`config.mk`:
```
export PLATFORM = sky130hd
export DESIGN_NAME = mem_bus_sched
export DESIGN_NICKNAME = d
export VERILOG_FILES = /design/src/rtl/mem_bus_sched.sv
export SDC_FILE = /design/constraint.sdc
export NUM_CORES = 1
export LEC_CHECK = 0
export BUFFER_PORTS_ARGS = -buffer_cell sky130_fd_sc_hd__buf_2
export CELL_PAD_IN_SITES_DETAIL_PLACEMENT = 0
export CELL_PAD_IN_SITES_GLOBAL_PLACEMENT = 2
export CORE_MARGIN = 4
export CORE_UTILIZATION = 29
export CTS_BUF_LIST = sky130_fd_sc_hd__clkbuf_8
export CTS_CLUSTER_DIAMETER = 150
export CTS_CLUSTER_SIZE = 14
export DETAILED_ROUTE_END_ITERATION = 8
export PLACE_DENSITY_LB_ADDON = 0.12
export SKIP_LAST_GASP = 1
export SLEW_MARGIN = 15
export SYNTH_ARGS = -nofsm -noshare
export SYNTH_HDL_FRONTEND = slang
export SYNTH_SLANG_ARGS = --single-unit
```
`constraint.sdc`:
```
create_clock -name clk_2 -period 1.5 [get_ports clk_2]
set_input_delay 0.225 -clock clk_2 [delete_from_list [all_inputs] [get_ports clk_2]]
set_output_delay 0.225 -clock clk_2 [all_outputs]
set_load 0.005 [all_outputs]
```
`src/rtl/mem_bus_sched.sv`:
```
// Memory bus scheduler: arbitrates instruction fetch and data access onto a single
// memory-access stage, with round-robin fairness and a read-modify-write lock.
module mem_bus_sched #(
    parameter int unsigned WAIT_CYC = 0
) (
    input  logic        clk_2,
    input  logic        rst,
    input  logic        fetch_req,
    input  logic        data_req,
    input  logic        data_we,
    input  logic [15:0] data_addr,
    input  logic        data_lock,
    output logic        mem_en,
    output logic        mem_pc_data,
    output logic        mem_w_rd,
    output logic [15:0] mem_address,
    output logic        fetch_ack,
    output logic        data_ack,
    output logic        busy
);

    localparam logic [1:0] IDLE   = 2'd0;
    localparam logic [1:0] ACCESS = 2'd1;
    localparam logic [1:0] DONE   = 2'd2;

    localparam logic OWN_FETCH = 1'b0;
    localparam logic OWN_DATA  = 1'b1;

    localparam logic [3:0] WAIT_LD = 4'(WAIT_CYC);

    logic [1:0]  state_q, state_d;
    logic        owner_q, owner_d;
    logic        last_owner_q, last_owner_d;
    logic        lock_pending_q, lock_pending_d;
    logic        we_q, we_d;
    logic [15:0] addr_q, addr_d;
    logic [3:0]  cnt_q, cnt_d;
    logic        grant_data;

    // Data wins if it is alone, if a locked RMW is pending, or if fetch won last time.
    assign grant_data = data_req &&
                        (!fetch_req || lock_pending_q || (last_owner_q == OWN_FETCH));

    always_comb begin
        state_d        = state_q;
        owner_d        = owner_q;
        last_owner_d   = last_owner_q;
        lock_pending_d = lock_pending_q;
        we_d           = we_q;
        addr_d         = addr_q;
        cnt_d          = cnt_q;
        case (state_q)
            IDLE: begin
                if (fetch_req || data_req) begin
                    state_d        = ACCESS;
                    owner_d        = grant_data ? OWN_DATA : OWN_FETCH;
                    cnt_d          = WAIT_LD;
                    lock_pending_d = 1'b0;
                    if (grant_data) begin
                        we_d   = data_we;
                        addr_d = data_addr;
                    end
                end
            end
            ACCESS: begin
                if (cnt_q == 4'd0) begin
                    state_d = DONE;
                end else begin
                    cnt_d = cnt_q - 4'd1;
                end
            end
            DONE: begin
                state_d      = IDLE;
                last_owner_d = owner_q;
                if (owner_q == OWN_DATA) begin
                    lock_pending_d = data_lock;
                end
            end
            default: state_d = IDLE;
        endcase
    end

    always_ff @(posedge clk_2 or posedge rst) begin
        if (rst) begin
            state_q        <= IDLE;
            owner_q        <= OWN_FETCH;
            last_owner_q   <= OWN_DATA;
            lock_pending_q <= 1'b0;
            we_q           <= 1'b0;
            addr_q         <= 16'h0000;
            cnt_q          <= 4'd0;
        end else begin
            state_q        <= state_d;
            owner_q        <= owner_d;
            last_owner_q   <= last_owner_d;
            lock_pending_q <= lock_pending_d;
            we_q           <= we_d;
            addr_q         <= addr_d;
            cnt_q          <= cnt_d;
        end
    end

    // Outputs decode straight from registered state so reset clears them immediately.
    assign mem_en      = (state_q == ACCESS);
    assign mem_pc_data = mem_en && (owner_q == OWN_FETCH);
    assign mem_w_rd    = mem_en && (owner_q == OWN_DATA) && we_q;
    assign mem_address = addr_q;
    assign fetch_ack   = (state_q == DONE) && (owner_q == OWN_FETCH);
    assign data_ack    = (state_q == DONE) && (owner_q == OWN_DATA);
    assign busy        = (state_q != IDLE);

endmodule

```
# Word-level counts from Yosys, hierarchy flattened

Index checks and enable logic that the tools add are counted.

Add/subtract/negate cells: 1
Eq/ne operators: 6
Mux-type cells: 10
Bitwise logic cells: 2
Reduce and logical (&&, ||, !) cells: 20

Operators by type and width:

| operator                                         | number |
|---|---|
| AND reduction 3 bit                              | 3 |
| 2-to-1 mux 4 bit                                 | 2 |
| case mux 4 bit (2 select lines)                  | 1 |
| logical AND 1 bit                                | 6 |
| != test 2 bit, second input constant             | 3 |
| nonzero test 2 bit                               | 3 |
| zero test 4 bit                                  | 1 |
| 2-to-1 mux 2 bit                                 | 2 |
| case mux 2 bit (2 select lines)                  | 1 |
| AND reduction 2 bit                              | 2 |
| subtractor 4 x 1 -> 4 bit, second input constant | 1 |
| logical OR 1 bit                                 | 3 |
| 2-to-1 mux 1 bit                                 | 3 |
| == test 2 x 1 -> 1 bit, second input constant    | 1 |
| == test 2 bit, second input constant             | 1 |
| zero test 2 bit                                  | 1 |
| != test 2 x 1 -> 1 bit, second input constant    | 1 |
| inverter 1 bit                                   | 2 |
| case mux 1 bit (2 select lines)                  | 1 |
| zero test 1 bit                                  | 1 |

Bits in registers: 26
Input port bits: 22
Output and inout bits: 22
Word-level logic and storage cells: 46

# Depth between registers and ports, before layout

Gate-level depths: netlist of the first run.

Word-level depth: 5
Mapped depth: 5

# Worst setup path before layout of the first run

No wires, ideal clock.

Path type: reg-to-reg
From: register last_owner_q
To: register addr_q[10] (netlist: mem_address[10])
Arrival time: 1359 ps
Required time: 1375 ps
Slack: 16 ps
Stages on the path, launching flop included: 5
Buffers on the path: 1
Clock period less this slack: 1484 ps
Cell sequence: dfstp_2 > nand2_1 > o211ai_4 > buf_8 > mux2_4

Word-level cells in the longest chain between the ends: 4

RTL lines:

| item                          | RTL line | RTL |
|---|---|---|
| from (decl)                   | 33       | `logic last_owner_q, last_owner_d;` |
| from (signal assigned)        | 95       | `last_owner_q <= last_owner_d;` |
| inverter 1 bit                | 42       | `(!fetch_req \|\| lock_pending_q \|\| (last_owner_q == OWN_FETCH));` |
| logical OR 1 bit              | 42       |  |
| logical AND 1 bit             | 41       | `assign grant_data = data_req &&` |
| AND reduction 3 bit (no line) | -        |  |
| to (signal assigned)          | 98       | `addr_q <= addr_d;` |
| to (decl)                     | 36       | `logic [15:0] addr_q, addr_d;` |

Every way passes these cells.
A chain may end at the register's enable or synchronous reset.

# Worst setup path after layout of the first run

From: register last_owner_q
To: register addr_q[14] (netlist: mem_address[14])

Same word-level chain as after synthesis.

==> results of run 1 <==
==> area by class of cell <==
cell class                 count  area share (%)
multi-input combinational     52           30.52
inverter                       8           1.932
clock buffer                   3           2.657
clock inverter                 1          0.2415
timing repair buffer          51           18.68
tap                           48           3.865
sequential                    26           42.11
==> timing repair <==
item | 4_1_cts | 5_1_grt
gates cloned | 0 | 0
hold buffers | 1 | 0
hold endpoints to repair | 4 | 0
buffers inserted | 1 | 3
pin swaps | 0 | 0
endpoints found under the setup margin | 2 | 3
gates resized for setup | 3 | 1
==> synth_stat cells <==
master	number	area (um^2)
sky130_fd_sc_hd__inv_1	8	30.03
sky130_fd_sc_hd__o211ai_4	1	21.27
sky130_fd_sc_hd__buf_8	1	15.01
sky130_fd_sc_hd__o221ai_1	1	8.760
sky130_fd_sc_hd__and3_1	1	6.260
sky130_fd_sc_hd__o21ai_1	1	5.000
sky130_fd_sc_hd__o22a_1	1	8.760
sky130_fd_sc_hd__nor3_1	3	15.01
sky130_fd_sc_hd__and2_1	1	6.260
sky130_fd_sc_hd__nand2b_2	1	8.760
sky130_fd_sc_hd__nor2b_1	1	6.260
sky130_fd_sc_hd__nor2_1	3	11.26
sky130_fd_sc_hd__o31ai_1	1	7.510
sky130_fd_sc_hd__a21boi_0	1	7.510
sky130_fd_sc_hd__nor4b_1	1	8.760
sky130_fd_sc_hd__mux2_2	5	56.30
sky130_fd_sc_hd__nand3b_1	1	7.510
sky130_fd_sc_hd__nand2b_1	1	6.260
sky130_fd_sc_hd__nor3b_1	1	7.510
sky130_fd_sc_hd__nor2_4	1	11.26
sky130_fd_sc_hd__o22ai_1	1	6.260
sky130_fd_sc_hd__dfstp_2	1	26.28
sky130_fd_sc_hd__dfrtp_1	25	625.6
sky130_fd_sc_hd__nand2_1	4	15.01
sky130_fd_sc_hd__ha_1	2	25.02
sky130_fd_sc_hd__o211ai_1	1	7.510
sky130_fd_sc_hd__mux2i_1	1	10.01
sky130_fd_sc_hd__mux2_4	9	135.1
sky130_fd_sc_hd__mux2_1	3	33.78
sky130_fd_sc_hd__o21ai_0	4	20.02
sky130_fd_sc_hd__or3_1	1	6.260
==> logic make-up after synthesis <==
logic type	Yosys count	synth area share, %
compound gates	12	7.941
fa+ha+maj	2	2.146
buf+inv	9	3.862
flops	26	55.90
mux	18	20.17
simple gates	20	9.980
==> registers in the layout, indices dropped and copies added (netlist names) <==
| register | count |
|---|---|
| owner_q | 1 |
| state_q | 2 |
| mem_address | 16 |
| lock_pending_q | 1 |
| cnt_q | 4 |
| we_q | 1 |
| last_owner_q | 1 |
==> routing by layer <==
layer,vias to the layer above,wire [um]
met4,0,21
met2,24,1196
met5,-,0
met3,2,154
met1,397,1165
li1,412,-
==> worst max-delay path by stage <==
stage	start	to	slack [ps]	cells after the start
after global routing	last_owner_q	mem_address[1]	-5	4
after detailed placement	last_owner_q	mem_address[14]	40	4
after CTS	state_q[0]	mem_w_rd	2	4
after floorplan	last_owner_q	mem_address[10]	20	4
after global placement	last_owner_q	mem_address[1]	80	4
final	last_owner_q	mem_address[14]	50	4
==> layout by cell type, fill, tap and decap left out, drive strengths merged <==
cell type	instances
o221ai	1
nor2b	1
mux2i	1
dfstp	1
o22a	1
nor3	3
and3	1
o211ai	2
dlygate4sd3	1
buf	50
o31ai	1
dfrtp	25
or3	1
and2	1
ha	2
nand2	4
nor3b	1
o22ai	1
clkbuf	3
o21ai	5
mux2	17
nand2b	2
nor2	4
a21boi	1
inv	9
nor4b	1
nand3b	1
==> critical path, cell delays in order (launching register included) <==
cell	delay, ps
sky130_fd_sc_hd__dfstp_2	540
sky130_fd_sc_hd__nand2_1	80
sky130_fd_sc_hd__o211ai_4	190
sky130_fd_sc_hd__buf_12	190
sky130_fd_sc_hd__mux2_2	350
==> power by group through the flow <==
stage	Clock (mW)	Sequential, mW	Combinational [mW]
after CTS	0.426	1.20	1.16
after global placement	0	1.21	1.10
after global routing	0.455	1.25	1.31
final	0.406	1.20	1.19
after detailed placement	0	1.21	1.11
after floorplan	0	1.22	0.651
==> metrics by stage <==
stage | power, mW | util [%] | setup slack (ps) | cells
after floorplan | 1.867 | - | 16.19 | 87
after global placement | 2.309 | 38.75 | 76.79 | 180
after detailed placement | 2.324 | 38.75 | 42.62 | 180
after CTS | 2.784 | 40.61 | 2.169 | 186
after global routing | 3.011 | 41.21 | -5.181 | 189
final | 2.797 | 41.21 | 47.83 | 189
==> impl_metrics.tcl, run 1 <==
set metrics [dict create \
    worst_case_reg_to_reg_path_depth 4 \
    placement_rows 22 \
    wire_per_inst_um 13.42 \
    cts_max_level 1 \
    drive_gt1_share_pct 52.48 \
    tritoncts "yes" \
    io_pins 44 \
    worstHoldStart "data_addr[15]" \
    yosys_warnings 0 \
    grt_overflow 0 \
    cell_count_after_synthesis 87 \
    flow.area_growth_from_synthesis_pct 33.26 \
    ctsRootBufferMaster "sky130_fd_sc_hd__clkbuf_8" \
    route.detailed.vias_per_inst 4.418 \
    cts_max_path_buffers 2 \
    min_path_cells 2 \
    mappedNetlistNets 111 \
    run_status "finished, final reports clean" \
    share_seq_of_total_power_pct 42.9 \
    whs_endpoint "mem_address[15]" \
    fp.dieArea_mm2 0.005099 \
    detail_route.drc_violations 0 \
    min-delay-path-class "input pin to flip-flop" \
    intPower_mw 1.902 \
    clkSinkCount 26 \
    dpl_cell_area_mm2 0.001461 \
    worst_setup_hold_path_clk_slew_ps 90 \
    max_cap_violations 0 \
    finalSetupViolations 0 \
    cp_data_required_time_ps 1660 \
    final_area_mm2 0.001554 \
    dp.final_hpwl_um 1814 \
    yosysSeqAreaShare_pct 55.90 \
    number_of_fill_cells 371 \
    rsz_0062_raised_after_global_routing "yes" \
    firstDrtPassIters 4 \
    globalRouteMet2Util_pct 16.53 \
    grt_first_pass_wirelength_um 4305 \
    cts-buffers-inserted 3 \
    fmaxAchievable_ghz 0.6886 \
    clockPowerShare_pct 14.5 \
    route.final.wire_length_um 2537 \
    maxSlewViolCount 0 \
    finalSetupTns_ps 0 \
    reg2reg_setup_slack_ps 50 \
    track_usage_pct 10.71 \
    power.density_cell_area_mw_per_mm2 1800 \
    seq_cells_post_synth 26 \
    die_width_um 71.41 \
    worst-setup-path-type "flip-flop to flip-flop" \
    drt.antenna.violating_nets 0 \
    start_util_pct 30.92 \
    timing.rr.end "mem_address[14]" \
    global_route.usage.met3_pct 3.226 \
    die_y_um 71.41 \
    multi_input_comb_area_um2 474.2 \
    netlist-cell-type-count 31 \
    grt_pass1_vias 905 \
    core_area_mm2 0.003771 \
    nNetsFinal 166 \
    reg2reg_from "last_owner_q" \
    antenna-diode-count 0 \
    worst_slew_pin_slew_ps 337.8 \
    synthesis.area_mm2 0.001166 \
    area.sequential_um2 654.4 \
    worstPathMaxFanout 18 \
    netSwitchingFraction_pct 31.98 \
    synth_area_per_cell_um2 13.40 \
    worst_slew_margin_rel_pct 77.48 \
    timing.final.crit_share_pct 96.81 \
    num_vias 835 \
    io_buffer_count 43 \
    detailedRoute.firstIterationViolations 59 \
    fin_crit_ps 1452 \
    cp.arrival_ps 1620 \
    grt_start_max_net_pins 27 \
    globalRoute.busiestLayer "met2" \
    combinational_fraction_of_design_power_pct 42.6 \
    worst_clock_skew_ps 5.199 \
    critical_path.startpoint_type "flip-flop" \
    finalWeightedCongestion 0.7314 \
    finalHoldWorstSlack_ps 160.7 \
    groute.layer.met1.usage_pct 13.95 \
    initial_antenna_violation_count 0 \
    critPathCaptureType "flip-flop" \
    p_sw_mw 0.8942 \
    clkLatencyLatePin_ps 270 \
    finalHoldViolations 0 \
    static-leakage-power_nw 0.8049 \
    power.ir.vdd_worst_uv 643.3 \
]
(Power assumes the default switching activity.)
==> run 2: changes to the inputs <==
==> constraint.sdc (replaced) <==
create_clock -name clk_2 -period 1.5 [get_ports clk_2]
set_input_delay 0.3 -clock clk_2 [delete_from_list [all_inputs] [get_ports clk_2]]
set_output_delay 0.3 -clock clk_2 [all_outputs]
set_load 0.005 [all_outputs]
==> run 2 against run 1 <==
Clock power is 40% higher. Cell count is 1.6% higher. Critical path type is now flip-flop to output pin. Sequential share of layout area is 2.1 points lower. Largest power group is now combinational logic. Design area up 5.2%. Setup slack got worse by 17 ps. Sequential power about the same. Clock skew increased by 0.83 ps. Register-to-register slack is essentially flat. Combinational power rose by 12%.
==> impl_metrics.tcl, run 2 (synthesized netlist as in run 1, its figures left out) <==
set metrics [dict create \
    cts_max_level 1 \
    tritoncts "yes" \
    io_pins 44 \
    reg2reg_setup_slack_ps 40 \
    cp_data_required_time_ps 1200 \
    finalSetupViolations 0 \
    fp.dieArea_mm2 0.005099 \
    clkLatencyLatePin_ps 270 \
    multi_input_comb_area_um2 484.2 \
    drt.antenna.violating_nets 0 \
    detail_route.drc_violations 0 \
    clkSinkCount 26 \
    detailedRoute.firstIterationViolations 19 \
    antenna-diode-count 0 \
    maxSlewViolCount 0 \
    worst_slew_pin_slew_ps 357.1 \
    clockPowerShare_pct 18.3 \
    worstPathMaxFanout 3 \
    route.final.wire_length_um 2421 \
    cp.arrival_ps 1170 \
    largest_register_ffs 16 \
    drive_gt1_share_pct 57.64 \
    die_y_um 71.41 \
    fin_crit_ps 1470 \
    worst-setup-path-type "flip-flop to output pin" \
    finalSetupTns_ps 0 \
    num_vias 851 \
    worst_setup_hold_path_clk_slew_ps 90 \
    grt_first_pass_wirelength_um 3946 \
    intPower_mw 2.183 \
    finalHoldViolations 0 \
    number_of_fill_cells 356 \
    mostFrequentLayoutCell "sky130_fd_sc_hd__buf_2" \
    dp.final_hpwl_um 1806 \
    grt_start_max_net_pins 27 \
    critPathCaptureType "output pin" \
    start_util_pct 30.92 \
    grt_overflow 0 \
    post_cts_hold_buffer_count 0 \
    min-delay-path-class "input pin to async pin" \
    most-common-layout-cells "sky130_fd_sc_hd__buf_2 (41), sky130_fd_sc_hd__dfrtp_1 (23), sky130_fd_sc_hd__mux2_4 (9)" \
    core_area_mm2 0.003771 \
    share_seq_of_total_power_pct 38.8 \
    worst_slew_margin_rel_pct 76.11 \
    netSwitchingFraction_pct 29.72 \
    timing.final.crit_share_pct 97.97 \
    cts_max_path_buffers 2 \
    dpl_cell_area_mm2 0.001469 \
    power.density_cell_area_mw_per_mm2 1900 \
    grt_pass1_vias 884 \
    final_area_mm2 0.001635 \
    nNetsFinal 169 \
    route.detailed.vias_per_inst 4.432 \
    fmaxAchievable_ghz 0.6805 \
    initial_antenna_violation_count 0 \
    wire_per_inst_um 12.61 \
    worst_clock_skew_ps 6.027 \
    ctsRootBufferMaster "sky130_fd_sc_hd__clkbuf_8" \
    critical_path.startpoint_type "flip-flop" \
    run_status "finished, final reports clean" \
    cts-buffers-inserted 3 \
    p_sw_mw 0.9235 \
    static-leakage-power_nw 0.8319 \
    combinational_fraction_of_design_power_pct 42.8 \
    track_usage_pct 9.652 \
    rsz_0062_raised_after_global_routing "yes" \
    die_width_um 71.41 \
    area.sequential_um2 654.4 \
    finalWeightedCongestion 0.7495 \
    placement_rows 22 \
    power.ir.vdd_worst_uv 745.6 \
    max_cap_violations 0 \
    firstDrtPassIters 4 \
    io_buffer_count 43 \
    flow.area_growth_from_synthesis_pct 40.24 \
]
[run 2: changes by cell type in the layout (fill, tap and decap cells not counted)]
cell / change
sky130_fd_sc_hd__buf_6: +4
sky130_fd_sc_hd__bufinv_16: +1
sky130_fd_sc_hd__and3_1: -1
sky130_fd_sc_hd__buf_2: -2
sky130_fd_sc_hd__inv_1: -2
sky130_fd_sc_hd__nor2_1: -2
sky130_fd_sc_hd__inv_4: +2
sky130_fd_sc_hd__nor2_2: +2
sky130_fd_sc_hd__dlygate4sd3_1: -1
sky130_fd_sc_hd__buf_4: +2
sky130_fd_sc_hd__inv_2: -1
sky130_fd_sc_hd__and3_4: +1
[run 2: final cells by class]
class	instances	area share, %
well taps	48	3.673
multi-input cells	52	29.61
clock inverters	1	1.836
inverters	8	2.142
repair buffers	54	20.20
flip-flops and latches	26	40.02
clock buffers	3	2.525
[run 2: per-layer routing]
metal | GRT usage, % | part of all wire [%]
met3 | 2.104 | 5.2
met5 | 0 | 0
met4 | 3.758 | 0.70
met2 | 15.92 | 47
met1 | 12.28 | 47
[run 2: power by group through the flow]
stage | combinational [mW] | sequential [mW] | clock [mW]
floorplan | 0.651 | 1.22 | 0
global placement | 1.11 | 1.22 | 0
detailed placement | 1.12 | 1.22 | 0
CTS | 1.19 | 1.21 | 0.597
global route | 1.44 | 1.25 | 0.614
finish | 1.33 | 1.21 | 0.570
[run 2: critical path, stage by stage (launching register included)]
cell and delay [ps]:
sky130_fd_sc_hd__dfrtp_2 420, sky130_fd_sc_hd__nand2b_4 160, sky130_fd_sc_hd__inv_4 60, sky130_fd_sc_hd__and3_4 180, sky130_fd_sc_hd__buf_6 90
[run 2: worst paths after layout]
check                              startpoint         endpoint  cells after the start
worst max-delay path               state_q[1]         mem_w_rd                      4
max in group asynchronous                 rst     last_owner_q                      3
worst min-delay path                      rst          owner_q                      3
worst max register to register   last_owner_q  mem_address[14]                      4
min in group clk_2              data_addr[15]  mem_address[15]                      2
worst min register to register   last_owner_q     last_owner_q                      2
[run 2: what timing repair did]
action	4_1_cts	5_1_grt
pin swaps	0	1
setup endpoints to repair	5	10
gates resized for setup	6	8
setup buffers	2	5
[run 2: metrics by stage]
| step | instances | hold WS, ps | total power [mW] | util, % | worst slack (ps) |
|---|---|---|---|---|---|
| 3_5_place_dp | 181 | 380.6 | 2.342 | 38.95 | 51.86 |
| 3_3_place_gp | 181 | 375.2 | 2.332 | 38.95 | 78.66 |
| 4_1_cts | 187 | 76.87 | 2.997 | 41.54 | -8.219 |
| 6_report | 192 | 74.93 | 3.107 | 43.36 | 30.44 |
| 2_1_floorplan | 87 | 339.3 | 1.867 | - | 16.19 |
| 5_1_grt | 192 | 110.9 | 3.310 | 43.36 | -28.94 |
==> run 3: changes to the inputs <==
Settings changed: REMOVE_ABC_BUFFERS set to 1.
==> run 3 against run 2 <==
Via count did not move. Global-route usage rose by 0.27 points. Fmax fell by 0.98%. First-iteration DRC count fell by 26%. Sequential share of layout area rose by 0.94 points. Highest routed layer unchanged.
==> impl_metrics.tcl, run 3 (synthesized netlist as in run 1, its figures left out) <==
set metrics [dict create \
    detail_route.drc_violations 0 \
    max_cap_violations 0 \
    run_status "finished, final reports clean" \
    finalSetupViolations 0 \
    die_width_um 71.41 \
    timing.final.crit_share_pct 98.94 \
    critical_path.startpoint_type "flip-flop" \
    power.density_cell_area_mw_per_mm2 1834 \
    worst_clock_skew_ps 9.162 \
    placement_rows 22 \
    power.ir.vdd_worst_uv 1001 \
    grt_start_max_net_pins 27 \
    fmaxAchievable_ghz 0.6738 \
    cts_max_path_buffers 2 \
    worst_slew_pin_slew_ps 349.2 \
    finalWeightedCongestion 0.7431 \
    cp_data_required_time_ps 1650 \
    flow.area_growth_from_synthesis_pct 37.02 \
    post_cts_hold_buffer_count 0 \
    p_sw_mw 0.9059 \
    io_buffer_count 43 \
    cts-buffers-inserted 3 \
    finalHoldViolations 0 \
    report.power.total_mw 2.931 \
    critPathCaptureType "flip-flop" \
    num_vias 851 \
    tritoncts "yes" \
    fp.dieArea_mm2 0.005099 \
    drt.antenna.violating_nets 0 \
    antenna-diode-count 0 \
    clockPowerShare_pct 15.1 \
    worstPathMaxFanout 18 \
    share_seq_of_total_power_pct 41.1 \
    netSwitchingFraction_pct 30.91 \
    die_y_um 71.41 \
    mostFrequentLayoutCell "sky130_fd_sc_hd__buf_2" \
    most-common-layout-cells "sky130_fd_sc_hd__buf_2 (43), sky130_fd_sc_hd__dfrtp_1 (23), sky130_fd_sc_hd__mux2_4 (9), sky130_fd_sc_hd__buf_4 (9), sky130_fd_sc_hd__inv_1 (7)" \
    cp.arrival_ps 1630 \
    clkSinkCount 26 \
    nNetsFinal 169 \
    fin_crit_ps 1484 \
    min-delay-path-class "input pin to async pin" \
    combinational_fraction_of_design_power_pct 43.8 \
    firstDrtPassIters 4 \
    io_pins 44 \
    dp.final_hpwl_um 1787 \
    drive_gt1_share_pct 55.56 \
    dpl_cell_area_mm2 0.001469 \
    route.detailed.vias_per_inst 4.432 \
    maxSlewViolCount 0 \
    core_area_mm2 0.003771 \
    initial_antenna_violation_count 0 \
    track_usage_pct 9.927 \
    ctsRootBufferMaster "sky130_fd_sc_hd__clkbuf_8" \
    grt_first_pass_wirelength_um 4008 \
    grt_overflow 0 \
    wire_per_inst_um 12.79 \
    rsz_0062_raised_after_global_routing "yes" \
    cts_max_level 1 \
    worst-setup-path-type "flip-flop to flip-flop" \
    route.final.wire_length_um 2456 \
    worst_setup_hold_path_clk_slew_ps 90 \
    intPower_mw 2.025 \
    detailedRoute.firstIterationViolations 14 \
    worst_slew_margin_rel_pct 76.63 \
    static-leakage-power_nw 0.8274 \
    final_area_mm2 0.001598 \
    start_util_pct 30.92 \
    largest_register_ffs 16 \
    clkLatencyLatePin_ps 270 \
    grt_pass1_vias 881 \
]
run 3: power by group through the flow:
| stage | clock network [mW] | registers [mW] | logic (mW) |
|---|---|---|---|
| after floorplan | 0 | 1.22 | 0.624 |
| after global placement | 0 | 1.21 | 1.12 |
| after detailed placement | 0 | 1.22 | 1.14 |
| after CTS | 0.471 | 1.20 | 1.20 |
| after global routing | 0.499 | 1.25 | 1.41 |
| final | 0.443 | 1.20 | 1.28 |
run 3: metrics by stage:
| stage | setup TNS (ps) | worst slack (ps) | utilization [%] | cells | hold WS [ps] |
|---|---|---|---|---|---|
| 5_1_grt | -267.4 | -37.65 | 42.37 | 192 | 98.76 |
| 3_5_place_dp | 0 | 24.09 | 38.95 | 181 | 380.2 |
| 3_3_place_gp | 0 | 75.56 | 38.95 | 181 | 372.2 |
| 6_report | 0 | 15.92 | 42.37 | 192 | 69.10 |
| 4_1_cts | -35.40 | -35.40 | 41.01 | 187 | 76.41 |
| 2_1_floorplan | -964.7 | -87.69 | - | 86 | 339.3 |
run 3: layer usage:
layer  vias to the layer above  GRT usage [%]  wire length [um]  part of all wire, %
met1                       409          12.06              1044                   43
met5                         -              0                 0                    0
met3                         2          3.787               179                  7.3
met4                         0          2.505                 9                 0.37
met2                        28          16.53              1223                   50
li1                        412              -                 -                    -
run 3: area by class of cell:
cell class,instances,area (um^2)
Sequential cell,26,654.4
Inverter,8,32.53
Tap cell,48,60.06
Fill cell,375,2173
Clock buffer,4,55.05
Multi-Input combinational cell,52,481.7
Timing Repair Buffer,54,314.1
run 3: what timing repair did:
action / CTS / global route
resized for setup: 4 / 3
pin swaps: 0 / 2
setup endpoints to repair: 4 / 13
setup buffers: 2 / 5
run 3: worst paths after layout:
path,endpoint,cells past startpoint,startpoint,slack [ps]
max,mem_address[2],4,last_owner_q,20
min,mem_address[5],3,rst,70
max reg2reg,mem_address[2],4,last_owner_q,20
min reg2reg,last_owner_q,2,last_owner_q,460
max in group asynchronous,last_owner_q,3,rst,1130
min in group clk_2,mem_address[3],2,data_addr[3],240
run 3: critical path, stage by stage, from the launching register on:
cell	delay, ps
sky130_fd_sc_hd__dfstp_2	540
sky130_fd_sc_hd__nand2_1	80
sky130_fd_sc_hd__o211ai_4	190
sky130_fd_sc_hd__buf_12	200
sky130_fd_sc_hd__mux2_2	350
